`src/rtl/sdram_port_arbiter_pkg.sv`:
```
// rtl/sdram_port_arbiter_pkg.sv - shared state encoding and default widths for the SDRAM port arbiter
package sdram_port_arbiter_pkg;

   localparam int DEF_ADDR_W = 24;
   localparam int DEF_DATA_W = 16;

   typedef enum logic [1:0] {
      IDLE    = 2'd0,
      ISSUE   = 2'd1,
      WAIT_RD = 2'd2
   } arb_state_t;

endpackage

```
`src/rtl/sdram_port_arbiter_if.sv`:
```
// rtl/sdram_port_arbiter_if.sv - requester and controller side signals of the SDRAM port arbiter
interface sdram_port_arbiter_if
   import sdram_port_arbiter_pkg::*;
#(
   parameter int NUM_PORTS = 2,
   parameter int ADDR_W    = DEF_ADDR_W,
   parameter int DATA_W    = DEF_DATA_W
);
   logic [NUM_PORTS-1:0]        port_req;
   logic [NUM_PORTS-1:0]        port_we;
   logic [NUM_PORTS*ADDR_W-1:0] port_addr;
   logic [NUM_PORTS*DATA_W-1:0] port_wdata;
   logic [NUM_PORTS-1:0]        port_ack;
   logic [NUM_PORTS-1:0]        port_rvalid;
   logic [DATA_W-1:0]           port_rdata;
   logic                        ctrl_req;
   logic                        ctrl_we;
   logic [ADDR_W-1:0]           ctrl_addr;
   logic [DATA_W-1:0]           ctrl_wdata;
   logic                        ctrl_ready;
   logic                        ctrl_rvalid;
   logic [DATA_W-1:0]           ctrl_rdata;
   logic                        busy;
   logic                        rd_timeout_err;

   // arbiter view
   modport slave (
      input  port_req, port_we, port_addr, port_wdata,
      input  ctrl_ready, ctrl_rvalid, ctrl_rdata,
      output port_ack, port_rvalid, port_rdata,
      output ctrl_req, ctrl_we, ctrl_addr, ctrl_wdata,
      output busy, rd_timeout_err
   );

   // requesters plus controller view
   modport master (
      output port_req, port_we, port_addr, port_wdata,
      output ctrl_ready, ctrl_rvalid, ctrl_rdata,
      input  port_ack, port_rvalid, port_rdata,
      input  ctrl_req, ctrl_we, ctrl_addr, ctrl_wdata,
      input  busy, rd_timeout_err
   );

endinterface

```
`src/rtl/sdram_port_arbiter_rr_picker.sv`:
```
// rtl/sdram_port_arbiter_rr_picker.sv - combinational round-robin select of one requesting port
module rr_picker #(
   parameter int NUM_PORTS = 2,
   parameter int PTR_W     = 1
) (
   input  logic [NUM_PORTS-1:0] req,
   input  logic [PTR_W-1:0]     rr_ptr,
   output logic [PTR_W-1:0]     grant_idx,
   output logic                 any_req
);

   logic           found;
   logic [PTR_W:0] sum;

   // Scan upward from rr_ptr with wrap-around; the first set request wins
   always_comb begin
      found     = 1'b0;
      sum       = '0;
      grant_idx = rr_ptr;
      any_req   = |req;
      for (int k = 0; k < NUM_PORTS; k++) begin
         sum = {1'b0, rr_ptr} + (PTR_W+1)'(k);
         if (sum >= (PTR_W+1)'(NUM_PORTS)) begin
            sum = sum - (PTR_W+1)'(NUM_PORTS);
         end
         if (!found && req[sum[PTR_W-1:0]]) begin
            found     = 1'b1;
            grant_idx = sum[PTR_W-1:0];
         end
      end
   end

endmodule

```
`src/rtl/sdram_port_arbiter.sv`:
```
// rtl/sdram_port_arbiter.sv - round-robin sharing of one SDRAM controller between requester ports
module sdram_port_arbiter
   import sdram_port_arbiter_pkg::*;
#(
   parameter int NUM_PORTS  = 2,
   parameter int ADDR_W     = DEF_ADDR_W,
   parameter int DATA_W     = DEF_DATA_W,
   parameter int RD_TIMEOUT = 64
) (
   input logic                 CLOCK_100,
   input logic                 rst_n,
   sdram_port_arbiter_if.slave bus
);

   localparam int PTR_W = (NUM_PORTS > 1) ? $clog2(NUM_PORTS) : 1;
   localparam int CNT_W = $clog2(RD_TIMEOUT) + 1;

   arb_state_t state, state_nxt;

   logic [PTR_W-1:0]     rr_ptr, grant, pick_idx, grant_inc;
   logic                 any_req, accept, rd_done, rd_abort;
   logic [CNT_W-1:0]     timeout_cnt;
   logic                 ctrl_req_q, ctrl_we_q, rd_timeout_err_q;
   logic [ADDR_W-1:0]    ctrl_addr_q;
   logic [DATA_W-1:0]    ctrl_wdata_q, port_rdata_q;
   logic [NUM_PORTS-1:0] port_rvalid_q;

   rr_picker #(
      .NUM_PORTS (NUM_PORTS),
      .PTR_W     (PTR_W)
   ) u_picker (
      .req       (bus.port_req),
      .rr_ptr    (rr_ptr),
      .grant_idx (pick_idx),
      .any_req   (any_req)
   );

   assign accept    = (state == ISSUE) && ctrl_req_q && bus.ctrl_ready;
   assign rd_done   = (state == WAIT_RD) && bus.ctrl_rvalid;
   assign rd_abort  = (state == WAIT_RD) && !bus.ctrl_rvalid
                      && (timeout_cnt == CNT_W'(RD_TIMEOUT - 1));
   assign grant_inc = (grant == PTR_W'(NUM_PORTS - 1)) ? '0 : grant + PTR_W'(1);

   // Ack is the only combinational output: it marks the controller accept cycle
   assign bus.port_ack       = accept ? (NUM_PORTS'(1) << grant) : '0;
   assign bus.port_rvalid    = port_rvalid_q;
   assign bus.port_rdata     = port_rdata_q;
   assign bus.ctrl_req       = ctrl_req_q;
   assign bus.ctrl_we        = ctrl_we_q;
   assign bus.ctrl_addr      = ctrl_addr_q;
   assign bus.ctrl_wdata     = ctrl_wdata_q;
   assign bus.busy           = (state != IDLE);
   assign bus.rd_timeout_err = rd_timeout_err_q;

   // State register
   always_ff @(posedge CLOCK_100 or negedge rst_n) begin
      if (!rst_n) begin
         state <= IDLE;
      end else begin
         state <= state_nxt;
      end
   end

   // Next state: one outstanding transaction, writes finish on accept, reads on data or timeout
   always_comb begin
      state_nxt = state;
      case (state)
         IDLE:    if (any_req) state_nxt = ISSUE;
         ISSUE:   if (accept) state_nxt = ctrl_we_q ? IDLE : WAIT_RD;
         WAIT_RD: if (rd_done || rd_abort) state_nxt = IDLE;
         default: state_nxt = IDLE;
      endcase
   end

   // Command latch, round-robin pointer, read return routing and timeout tracking
   always_ff @(posedge CLOCK_100 or negedge rst_n) begin
      if (!rst_n) begin
         rr_ptr           <= '0;
         grant            <= '0;
         ctrl_req_q       <= 1'b0;
         ctrl_we_q        <= 1'b0;
         ctrl_addr_q      <= '0;
         ctrl_wdata_q     <= '0;
         port_rvalid_q    <= '0;
         port_rdata_q     <= '0;
         rd_timeout_err_q <= 1'b0;
         timeout_cnt      <= '0;
      end else begin
         port_rvalid_q <= '0;
         case (state)
            IDLE: begin
               if (any_req) begin
                  grant        <= pick_idx;
                  ctrl_req_q   <= 1'b1;
                  ctrl_we_q    <= bus.port_we[pick_idx];
                  ctrl_addr_q  <= bus.port_addr[pick_idx*ADDR_W +: ADDR_W];
                  ctrl_wdata_q <= bus.port_wdata[pick_idx*DATA_W +: DATA_W];
               end
            end
            ISSUE: begin
               if (accept) begin
                  ctrl_req_q  <= 1'b0;
                  rr_ptr      <= grant_inc;
                  timeout_cnt <= '0;
               end
            end
            WAIT_RD: begin
               if (rd_done) begin
                  port_rdata_q  <= bus.ctrl_rdata;
                  port_rvalid_q <= NUM_PORTS'(1) << grant;
               end else if (rd_abort) begin
                  rd_timeout_err_q <= 1'b1;
               end else if (timeout_cnt != '1) begin
                  timeout_cnt <= timeout_cnt + CNT_W'(1);
               end
            end
            default: ;
         endcase
      end
   end

endmodule

```
`src/flat_wrapper.sv`:
```
// flat-port wrapper written by rule: the top's interface ports become plain ports
module sdram_port_arbiter_flat import sdram_port_arbiter_pkg::*;
#(
   parameter int NUM_PORTS  = 2,
   parameter int ADDR_W     = DEF_ADDR_W,
   parameter int DATA_W     = DEF_DATA_W,
   parameter int RD_TIMEOUT = 64
)
  (CLOCK_100, rst_n, bus_port_req, bus_port_we, bus_port_addr, bus_port_wdata, bus_ctrl_ready, bus_ctrl_rvalid, bus_ctrl_rdata, bus_port_ack, bus_port_rvalid, bus_port_rdata, bus_ctrl_req, bus_ctrl_we, bus_ctrl_addr, bus_ctrl_wdata, bus_busy, bus_rd_timeout_err);
  sdram_port_arbiter_if #(.NUM_PORTS(NUM_PORTS), .ADDR_W(ADDR_W), .DATA_W(DATA_W)) bus_i ();
  input logic CLOCK_100;
  input logic rst_n;
  input wire logic [$bits(bus_i.port_req)-1:0] bus_port_req;
  input wire logic [$bits(bus_i.port_we)-1:0] bus_port_we;
  input wire logic [$bits(bus_i.port_addr)-1:0] bus_port_addr;
  input wire logic [$bits(bus_i.port_wdata)-1:0] bus_port_wdata;
  input wire logic [$bits(bus_i.ctrl_ready)-1:0] bus_ctrl_ready;
  input wire logic [$bits(bus_i.ctrl_rvalid)-1:0] bus_ctrl_rvalid;
  input wire logic [$bits(bus_i.ctrl_rdata)-1:0] bus_ctrl_rdata;
  output wire logic [$bits(bus_i.port_ack)-1:0] bus_port_ack;
  output wire logic [$bits(bus_i.port_rvalid)-1:0] bus_port_rvalid;
  output wire logic [$bits(bus_i.port_rdata)-1:0] bus_port_rdata;
  output wire logic [$bits(bus_i.ctrl_req)-1:0] bus_ctrl_req;
  output wire logic [$bits(bus_i.ctrl_we)-1:0] bus_ctrl_we;
  output wire logic [$bits(bus_i.ctrl_addr)-1:0] bus_ctrl_addr;
  output wire logic [$bits(bus_i.ctrl_wdata)-1:0] bus_ctrl_wdata;
  output wire logic [$bits(bus_i.busy)-1:0] bus_busy;
  output wire logic [$bits(bus_i.rd_timeout_err)-1:0] bus_rd_timeout_err;
  assign bus_i.port_req = bus_port_req;
  assign bus_i.port_we = bus_port_we;
  assign bus_i.port_addr = bus_port_addr;
  assign bus_i.port_wdata = bus_port_wdata;
  assign bus_i.ctrl_ready = bus_ctrl_ready;
  assign bus_i.ctrl_rvalid = bus_ctrl_rvalid;
  assign bus_i.ctrl_rdata = bus_ctrl_rdata;
  assign bus_port_ack = bus_i.port_ack;
  assign bus_port_rvalid = bus_i.port_rvalid;
  assign bus_port_rdata = bus_i.port_rdata;
  assign bus_ctrl_req = bus_i.ctrl_req;
  assign bus_ctrl_we = bus_i.ctrl_we;
  assign bus_ctrl_addr = bus_i.ctrl_addr;
  assign bus_ctrl_wdata = bus_i.ctrl_wdata;
  assign bus_busy = bus_i.busy;
  assign bus_rd_timeout_err = bus_i.rd_timeout_err;
  sdram_port_arbiter #(.NUM_PORTS(NUM_PORTS), .ADDR_W(ADDR_W), .DATA_W(DATA_W), .RD_TIMEOUT(RD_TIMEOUT)) u_core (.CLOCK_100(CLOCK_100), .rst_n(rst_n), .bus(bus_i));
endmodule
```
`config.mk`:
```
export PLATFORM = sky130hd
export DESIGN_NAME = sdram_port_arbiter_flat
export DESIGN_NICKNAME = d
export VERILOG_FILES = /design/src/rtl/sdram_port_arbiter_pkg.sv /design/src/rtl/sdram_port_arbiter_if.sv /design/src/rtl/sdram_port_arbiter_rr_picker.sv /design/src/rtl/sdram_port_arbiter.sv /design/src/flat_wrapper.sv
export SDC_FILE = /design/constraint.sdc
export NUM_CORES = 1
export LEC_CHECK = 0
export BUFFER_PORTS_ARGS = -buffer_cell sky130_fd_sc_hd__buf_2
export CELL_PAD_IN_SITES_DETAIL_PLACEMENT = 0
export CELL_PAD_IN_SITES_GLOBAL_PLACEMENT = 1
export CORE_MARGIN = 4
export CORE_UTILIZATION = 29
export CTS_CLUSTER_DIAMETER = 60
export DETAILED_ROUTE_END_ITERATION = 8
export PLACE_DENSITY_LB_ADDON = 0.1
export SETUP_SLACK_MARGIN = 0.4
export SYNTH_ARGS = -nofsm -noshare
export SYNTH_HDL_FRONTEND = slang
export SYNTH_SLANG_ARGS = --single-unit
```
`constraint.sdc`:
```
create_clock -name CLOCK_100 -period 1.6 [get_ports CLOCK_100]
set_input_delay 0.16 -clock CLOCK_100 [delete_from_list [all_inputs] [get_ports CLOCK_100]]
set_output_delay 0.16 -clock CLOCK_100 [all_outputs]
set_load 0.005 [all_outputs]
```
# Word level (Yosys, flattened, before mapping)
# Index checks and enable logic that the tools add are counted.
dict set report word_totals {
  reg_bits 72
  in_bits 104
  output_inout_bits 64
  wordCells 85
}
dict set report classes {
  add_sub_neg 5
  mul 1
  order_cmp 5
  n_eq_ne 10
  shift 3
  n_mux 28
  n_bitwise 1
  reduce_logical 21
}
# cell count
set op_table {}
lappend op_table {{$shiftx 48x7->24} 1}
lappend op_table {{$shiftx 32x6->16} 1}
lappend op_table {{$mux 7} 4}
lappend op_table {{$mux 1} 14}
lappend op_table {{$mux 2} 7}
lappend op_table {{$pmux 7 s2} 1}
lappend op_table {{$reduce_and 3->1} 3}
lappend op_table {{$ne 2x2->1 const B} 4}
lappend op_table {{$add 7x1->7 const B} 1}
lappend op_table {{$eq 7x6->1 const B} 1}
lappend op_table {{$ne 7x7->1 const B} 1}
lappend op_table {{$logic_and 1x1->1} 6}
lappend op_table {{$lt 1x2->1 const B} 3}
lappend op_table {{$pmux 2 s3} 1}
lappend op_table {{$reduce_and 2->1} 3}
lappend op_table {{$reduce_bool 2->1} 3}
lappend op_table {{$reduce_and 5->1} 1}
lappend op_table {{$ne 2x1->1 const B} 2}
lappend op_table {{$mul 1x2->3 const B} 1}
lappend op_table {{$add 1x1->2 const B} 1}
lappend op_table {{$eq 2x1->1 const B} 1}
lappend op_table {{$eq 2x2->1 const B} 1}
lappend op_table {{$ge 1x2->1 const B} 1}
lappend op_table {{$ge 2x2->1 const B} 1}
lappend op_table {{9 further kinds} 11}

# Longest topological paths before layout
# Gate-level depths: netlist of the first run.
dict set report logic_depth {
  depth_word 10
  depth_mapped 5
  depth_no_buf 5
}

# Hierarchy
# From an unflattened synthesis of the first run, not the netlist that was laid out.
dict set report unflattened {
  hier_cells 282
  area_unflattened_um2 3158.0
}
# module instances cells_each area_per_inst_um2 seq_area_each_um2
set by_module_without_submodules {}
lappend by_module_without_submodules {sdram_port_arbiter 1 278 3139.3 1801.7}
lappend by_module_without_submodules {rr_picker 1 4 18.8 0.0}

# Worst setup path after synthesis of the first run
# OpenSTA, ideal clock, no wires.
dict set report synth_timing {
  path_type {flip-flop to flip-flop}
  start {register u_core.timeout_cnt[0]}
  end {register u_core.timeout_cnt[0]}
  setup_ns 0.125
  arrival_ns 1.285
  t_required_ns 1.475
  slack_ns 0.190
  path_stages_with_launch 6
  n_path_buf 0
  synth_period_minus_slack_ns 1.410
  cell_sequence {dfrtp_1 -> ha_1 -> nand3_1 -> o21ai_2 -> and2_4 -> mux2_2}
}
dict set report synth_via {
  elab_chain_cells 5
  elab_cells_between_ends 11
  cone_classes {1 x add/sub; 4 x eq/ne; 4 x mux; 2 x reduce/logical}
}
# element line
set synth_rtl {}
lappend synth_rtl {{from (decl)} sdram_port_arbiter.sv:22} ;# logic [CNT_W-1:0] timeout_cnt;
lappend synth_rtl {{from (signal assigned)} sdram_port_arbiter.sv:114} ;# timeout_cnt <= timeout_cnt + CNT_W'(1);
lappend synth_rtl {{$add 7x1->7} sdram_port_arbiter.sv:114}
lappend synth_rtl {{$mux 7} sdram_port_arbiter.sv:113} ;# end else if (timeout_cnt != '1) begin
lappend synth_rtl {{$mux 7} sdram_port_arbiter.sv:111} ;# end else if (rd_abort) begin
lappend synth_rtl {{$mux 7} sdram_port_arbiter.sv:108} ;# if (rd_done) begin
lappend synth_rtl {{$pmux 7 s2} sdram_port_arbiter.sv:90} ;# case (state)
# Several ways; a longest one is shown, not always the timed one. The select of a mux whose other input is x is not followed.
# A chain may end at the register's enable or synchronous reset.

# Final worst setup path of the first run
dict set report layout_timing {
  start {register u_core.state[0]}
  end {register u_core.ctrl_addr_q[0], in the netlist u_core.bus.ctrl_addr[0]}
}
dict set report layout_via {
  elab_chain_cells 2
}
# element line
set layout_rtl {}
lappend layout_rtl {{from (decl)} sdram_port_arbiter.sv:18} ;# arb_state_t state, state_nxt;
lappend layout_rtl {{from (signal assigned)} sdram_port_arbiter.sv:60} ;# state <= state_nxt;
lappend layout_rtl {{$logic_not 2->1} sdram_port_arbiter.sv:90}
lappend layout_rtl {{$reduce_and 2->1 (no source line)} n/a}
lappend layout_rtl {{to (signal assigned)} sdram_port_arbiter.sv:96} ;# ctrl_addr_q <= bus.port_addr[pick_idx*ADDR_W +: ADDR_W];
lappend layout_rtl {{to (decl)} sdram_port_arbiter.sv:24} ;# logic [ADDR_W-1:0] ctrl_addr_q;
# No other way between the ends.

==> results_dict.tcl, run 1 <==
set metrics [dict create \
    fin_crit_sh_pct 86.4 \
    regArea_sq_um 1810 \
    skew_ns 0.00409 \
    io_pins 168 \
    hold_depth 2 \
    async_flop_share_pct 100 \
    final_antenna_net_count 0 \
    final_common_cell "buf_2" \
    worstPathMaxFanout 8 \
    synth_fp_nets 385 \
    synth_cell_types 33 \
    min_path_type "input port to flop" \
    io_buffer_count 167 \
    syn_inst 280 \
    tightest_slew_ns 0.402 \
    synthesis.area_sq_um 3280 \
    grt_pass1_wl_mm 14.6 \
    grt_overflow 0 \
    maxCapViolCount 0 \
    worstPathCellList "or2_4, nor2_4, buf_12, buf_12, nor2_2, a21oi_1" \
    track_usage_pct 14.4 \
    syn_avg_cell_area_sq_um 11.7 \
    power_density_nw_per_um2 1790 \
    outcome "finished clean" \
    fin_nets 576 \
    holdPathEnd "u_core.bus.port_rdata[0]$_DFFE_PN0P_" \
    multi_input_area_sq_um 1650 \
    final_cell_mix "buf_2, dfrtp_1, mux2i_1, a21oi_2, nor2_1" \
    n_fill_cell 1042 \
    end_kind "flop" \
    cts_buffers 9 \
    slowest_delay_ns 0.44 \
    min_from "bus_ctrl_rdata[0]" \
    reg2reg_to "u_core.bus.ctrl_addr[0]$_DFFE_PN0P_" \
    r2r_slack_ns 0.22 \
    syn_to_final_growth_pct 56.5 \
    rsz0062_at_grt "true" \
    antenna_found_initial 0 \
    hold_viol 0 \
    critPathMostFrequentCell "buf_12" \
    die_h_microns 114 \
    die_x_microns 114 \
    avgRoutedWirePerCell_microns 15.3 \
    clock.fmax_mhz 723 \
    worst_setup_path_start_kind "flop" \
    vias 2726 \
    wirelength_mm 9.39 \
    htree_levels 3 \
    gp_congestion 0.687 \
    fp-row-count 38 \
    cp.required_ns 1.85 \
    firstDrtPassIters 4 \
    finalSetupViolCount 0 \
    slowest_stage "dfrtp_2" \
    rr_startpoint "u_core.state[0]$_DFFE_PN0P_" \
    n_antenna_cell 0 \
    ys_warn_count 0 \
    cp.arrival_ns 1.63 \
    tns_ns 0 \
    ys.flop_type "dfrtp_1" \
    drt_iter0_markers 72 \
    pre_cts_slack_ns 0.161 \
    reg2reg_depth 6 \
    core_sq_um 10900 \
    ys_ff_latch 72 \
    cts_root_buf "clkbuf_16" \
    clock-sinks 72 \
    grt_pass1_vias 2892 \
    drive_above_1_share_pct 64.7 \
    seq_area_frac_synth_pct 54.9 \
    grt_max_degree 33 \
    hpwl_mm 6.43 \
    maxSlewHeadroom_pct 73.2 \
    setup_slack_ns 0.218 \
    period_minus_slack_ns 1.38 \
    initial_core_util_pct 30.0 \
    slew_viol_final 0 \
    p_leak_nw 2.46 \
    clk_latency_ns 0.33 \
    synth_enable_flop_cells 0 \
    cts_tree "yes" \
    ir_drop_v 0.000637 \
    die_area_sq_um 13100 \
    clockBufferDepth 2 \
    worstSetupPathType "flop to flop" \
    clk_pin_slew_worst_paths_ns 0.05 \
    drc 0 \
    vias_per_cell 4.45 \
]
critical path, delay by kind of cell (launching register included):
kind | cells | cell delay (ns)
AO/OA/AOI/OAI | 1 | 0.11
AND/OR/NAND/NOR | 3 | 0.44
buffers and inverters | 2 | 0.32
flip-flops | 1 | 0.44
per-layer routing:
metal | vias to the layer above | wire (microns) | global-route usage (%)
li1 | 1358 | - | -
met5 | - | 0 | 0
met4 | 0 | 172 | 5.46
met1 | 1274 | 3690 | 16.8
met2 | 83 | 4850 | 24.4
met3 | 11 | 679 | 4.70
cell type report:
type,count,share of cell area [%]
flip-flops and latches,72,35.2
multi-input cells,190,32.0
well taps,140,3.41
repair buffers,195,24.1
clock buffers,12,4.99
inverters,3,0.219
clock inverters,1,0.0974
metrics by stage:
| step | instance area, sq um | util, % | instances | hold WS, ns | power, mW |
|---|---|---|---|---|---|
| floorplan | 3480 | - | 280 | -0.136 | 5.35 |
| global placement | 4430 | 40.5 | 578 | 0.123 | 6.48 |
| detailed placement | 4430 | 40.5 | 578 | 0.128 | 6.55 |
| CTS | 4930 | 45.1 | 607 | 0.0530 | 9.02 |
| global route | 5140 | 47.0 | 613 | 0.0630 | 9.88 |
| finish | 5140 | 47.0 | 613 | 0.0654 | 9.21 |
Yosys cell counts (all sizes together) (2+ instances only):
cell type / n / area share [%]
nand2: 5 / 0.80
a21oi: 42 / 6.4
o2bb2ai: 2 / 0.53
dfrtp: 72 / 55
inv: 3 / 0.34
mux2i: 43 / 13
mux2: 17 / 6.3
o21ai: 5 / 1.2
nand3: 7 / 1.1
nor2: 51 / 6.1
nor3: 2 / 0.31
buf: 15 / 4.6
and2: 2 / 0.46
a21o: 3 / 0.69
flip-flops by register name, indices dropped and copies added, names as in the netlist:
| signal | flops |
|---|---|
| u_core.bus.port_rvalid | 2 |
| u_core.grant | 1 |
| u_core.bus.rd_timeout_err | 1 |
| u_core.bus.ctrl_wdata | 16 |
| u_core.bus.ctrl_addr | 24 |
| u_core.state | 2 |
| u_core.bus.port_rdata | 16 |
| u_core.rr_ptr | 1 |
| u_core.timeout_cnt | 7 |
| u_core.bus.ctrl_we | 1 |
| u_core.bus.ctrl_req | 1 |
timing repair:
action                                  4_1_cts  5_1_grt
pin swaps                                     6        8
setup buffers                                11        5
endpoints found under the setup margin       70       73
gates resized for setup                      15       40
hold buffers                                  1        0
cloned                                        4        1
hold endpoints to repair                     26        0
how the worst max path moves through the flow:
| stage | slack [ns] | startpoint | to | depth (start not counted) |
|---|---|---|---|---|
| finish | 0.22 | u_core.state[0]$_DFFE_PN0P_ | u_core.bus.ctrl_addr[0]$_DFFE_PN0P_ | 6 |
| floorplan | 0.30 | u_core.state[0]$_DFFE_PN0P_ | u_core.timeout_cnt[0]$_DFFE_PN0P_ | 4 |
| global placement | 0.18 | u_core.state[0]$_DFFE_PN0P_ | u_core.bus.ctrl_addr[3]$_DFFE_PN0P_ | 5 |
| CTS | 0.20 | u_core.state[1]$_DFFE_PN0P_ | bus_port_ack[0] | 4 |
| global route | 0.16 | u_core.rr_ptr$_DFFE_PN0P_ | u_core.bus.ctrl_wdata[5]$_DFFE_PN0P_ | 5 |
| detailed placement | 0.16 | u_core.state[0]$_DFFE_PN0P_ | u_core.bus.ctrl_addr[22]$_DFFE_PN0P_ | 5 |
cell families (layout without fill, tap and decap cells):
| family | Yosys count | count (layout) | synth area share, % |
|---|---|---|---|
| muxes | 60 | 60 | 19.4 |
| and+or+nand+nor | 73 | 73 | 10.5 |
| adders and majority gates | 1 | 1 | 0.381 |
| AOI/OAI and AO/OA | 56 | 56 | 9.87 |
| buffers and inverters | 18 | 211 | 4.92 |
| DFF | 72 | 72 | 54.9 |
report_power, final:
part	internal, mW	leakage, nW	switching (mW)
Clock	1.10	0.130	0.689
Sequential	2.62	0.844	0.495
Combinational	2.28	1.49	2.02
(Power assumes the default switching activity.)
==> inputs of run 2 (changes only) <==
--- a/config.mk
+++ b/config.mk
@@ -12,8 +12,9 @@
 export CORE_UTILIZATION = 29
 export CTS_CLUSTER_DIAMETER = 60
 export DETAILED_ROUTE_END_ITERATION = 8
-export PLACE_DENSITY_LB_ADDON = 0.1
+export PLACE_DENSITY = 0.71
 export SETUP_SLACK_MARGIN = 0.4
+export SLEW_MARGIN = 0
 export SYNTH_ARGS = -nofsm -noshare
 export SYNTH_HDL_FRONTEND = slang
 export SYNTH_SLANG_ARGS = --single-unit
==> run 2 against run 1 <==
Die area stayed put; design area is 5.0% higher; critical path type unchanged; final cell count is 0.98% higher; combinational power is 6.7% higher; critical endpoint unchanged; routed wire length is 2.0% higher; fmax is 0.43% lower; first-iteration DRC count is 51% lower; sequential cell count stayed put; sequential power hardly changed; clock power is 37% higher.
==> results_dict.tcl, run 2 (same netlist as run 1, synthesis figures left out) <==
set metrics [dict create \
    outcome "finished clean" \
    wirelength_mm 9.58 \
    worstPathMaxFanout 9 \
    io_buffer_count 167 \
    die_x_microns 114 \
    hold_viol 0 \
    vias 2809 \
    htree_levels 3 \
    drc 0 \
    grt_pass1_wl_mm 15.0 \
    gp_congestion 0.700 \
    pre_cts_slack_ns 0.182 \
    r2r_slack_ns 0.21 \
    switching_share_pct 33.6 \
    reg2reg_depth 6 \
    worstPathCellList "nor2_2, o21ai_4, buf_4, clkbuf_16, mux2i_2, a21oi_2" \
    clk_pin_slew_worst_paths_ns 0.06 \
    drive_above_1_share_pct 67.4 \
    final_common_cell "buf_2" \
    core_sq_um 10900 \
    maxCapViolCount 0 \
    n_antenna_cell 0 \
    fin_nets 579 \
    p_switching_mw 3.41 \
    rr_startpoint "u_core.rr_ptr$_DFFE_PN0P_" \
    skew_ns 0.00781 \
    die_h_microns 114 \
    io_pins 168 \
    slowest_delay_ns 0.38 \
    finalSetupViolCount 0 \
    largest_reg_flops 24 \
    clockBufferDepth 2 \
    internal_power_mw 6.76 \
    fin_crit_sh_pct 86.8 \
    drt_iter0_markers 35 \
    cts_root_buf "clkbuf_16" \
    stdcell_area_sq_um 5390 \
    finalPower_mw 10.2 \
    clk_latency_ns 0.33 \
    crit_end "u_core.bus.ctrl_addr[0]$_DFFE_PN0P_" \
    power_density_nw_per_um2 1890 \
    clock_power_share_pct 24.1 \
    final_antenna_net_count 0 \
    worst_setup_path_start_kind "flop" \
    track_usage_pct 14.8 \
    initial_core_util_pct 30.0 \
    rsz0062_at_grt "true" \
    clock.fmax_mhz 720 \
    final_cells 619 \
    die_area_sq_um 13100 \
    p_seq_share_pct 30.7 \
    vias_per_cell 4.54 \
    tns_ns 0 \
    slowest_stage "dfrtp_1" \
    cp.arrival_ns 1.60 \
    hpwl_mm 6.29 \
    grt_max_degree 32 \
    final_cell_mix "buf_2, dfrtp_1, a21oi_2" \
    antenna_found_initial 0 \
    pwr-share-comb_pct 45.2 \
    grt_overflow 0 \
    grt_pass1_vias 2984 \
    p_leak_nw 2.53 \
    reg2reg_to "u_core.bus.ctrl_addr[0]$_DFFE_PN0P_" \
    cts_tree "yes" \
    syn_to_final_growth_pct 64.3 \
    setup_slack_ns 0.212 \
    tightest_slew_ns 0.420 \
    maxSlewHeadroom_pct 72.0 \
    period_minus_slack_ns 1.39 \
    clock-sinks 72 \
    worstSetupStartpoint "u_core.rr_ptr$_DFFE_PN0P_" \
    firstDrtPassIters 4 \
    cp.required_ns 1.81 \
    cts_buffers 9 \
    avgRoutedWirePerCell_microns 15.5 \
    post_dp_cell_area_sq_um 4430 \
    placedCellCount 579 \
    ir_drop_v 0.000704 \
    worstSetupPathType "flop to flop" \
    fp-row-count 38 \
    end_kind "flop" \
    min_path_type "input port to flop" \
    slew_viol_final 0 \
]
==> run 2: cell types whose count changed in the layout (fill, tap and decap cells not counted), moves of 2 or more <==
| cell | previous run | this run |
|---|---|---|
| buf_4 | 13 | 15 |
| bufinv_16 | 0 | 4 |
| clkbuf_8 | 2 | 0 |
| mux2i_1 | 40 | 29 |
| mux2i_2 | 3 | 10 |
| mux2i_4 | 0 | 4 |
| nor2_2 | 10 | 5 |
| nor2_4 | 9 | 13 |
==> run 2: area by class of cell <==
type | instances | area [sq um]
Clock buffer | 10 | 229
Inverter | 3 | 11.3
Multi-Input combinational cell | 190 | 1750
Sequential cell | 72 | 1810
Timing Repair Buffer | 198 | 1290
Clock inverter | 6 | 133
Fill cell | 1030 | 5540
Tap cell | 140 | 175
==> run 2: worst min path at each step <==
stage	from	end	slack [ns]	cells past startpoint
global placement	rst_n	u_core.bus.ctrl_addr[19]$_DFFE_PN0P_	0.13	1
CTS	bus_ctrl_rdata[5]	u_core.bus.port_rdata[5]$_DFFE_PN0P_	0.04	2
global route	bus_ctrl_rdata[1]	u_core.bus.port_rdata[1]$_DFFE_PN0P_	0.05	2
detailed placement	rst_n	u_core.bus.port_rdata[7]$_DFFE_PN0P_	0.14	1
floorplan	rst_n	u_core.bus.ctrl_addr[0]$_DFFE_PN0P_	-0.14	0
finish	bus_ctrl_rdata[1]	u_core.bus.port_rdata[1]$_DFFE_PN0P_	0.06	2
==> run 2: worst max-delay path: cells and delay by family, from the launching register on <==
kind | cells | cell delay [ns]
AO/OA/AOI/OAI | 2 | 0.25
buffers and inverters | 2 | 0.34
flip-flops | 1 | 0.38
multiplexers | 1 | 0.24
AND/OR/NAND/NOR | 1 | 0.06
==> run 2: through the flow <==
| step | hold slack [ns] | utilization [%] |
|---|---|---|
| after CTS | 0.0448 | 46.5 |
| after floorplan | -0.136 | - |
| after detailed placement | 0.136 | 40.5 |
| after global placement | 0.125 | 40.5 |
| final | 0.0569 | 49.3 |
| after global routing | 0.0484 | 49.3 |
==> run 2: repair_timing <==
item,4_1_cts,5_1_grt
hold endpoints to repair,29,0
gates resized for setup,24,53
endpoints found under the setup margin,70,74
setup buffers,11,6
hold buffers,1,0
gates cloned,4,2
pin swaps,6,7
==> run 2: power groups by stage <==
| stage | Clock [mW] | Combinational (mW) | Sequential (mW) |
|---|---|---|---|
| 6_report | 2.45 | 4.60 | 3.12 |
| 3_3_place_gp | 0 | 3.39 | 3.05 |
| 2_1_floorplan | 0 | 2.22 | 3.13 |
| 4_1_cts | 2.49 | 4.18 | 3.05 |
| 3_5_place_dp | 0 | 3.46 | 3.07 |
| 5_1_grt | 2.58 | 5.01 | 3.24 |
==> run 2: layer usage <==
metal | vias up | track usage [%] | part of all wire (%)
met5 | - | 0 | 0
met4 | 0 | 6.65 | 2.3
met3 | 14 | 4.02 | 5.9
met2 | 84 | 25.3 | 51
met1 | 1336 | 17.3 | 41
li1 | 1375 | - | -
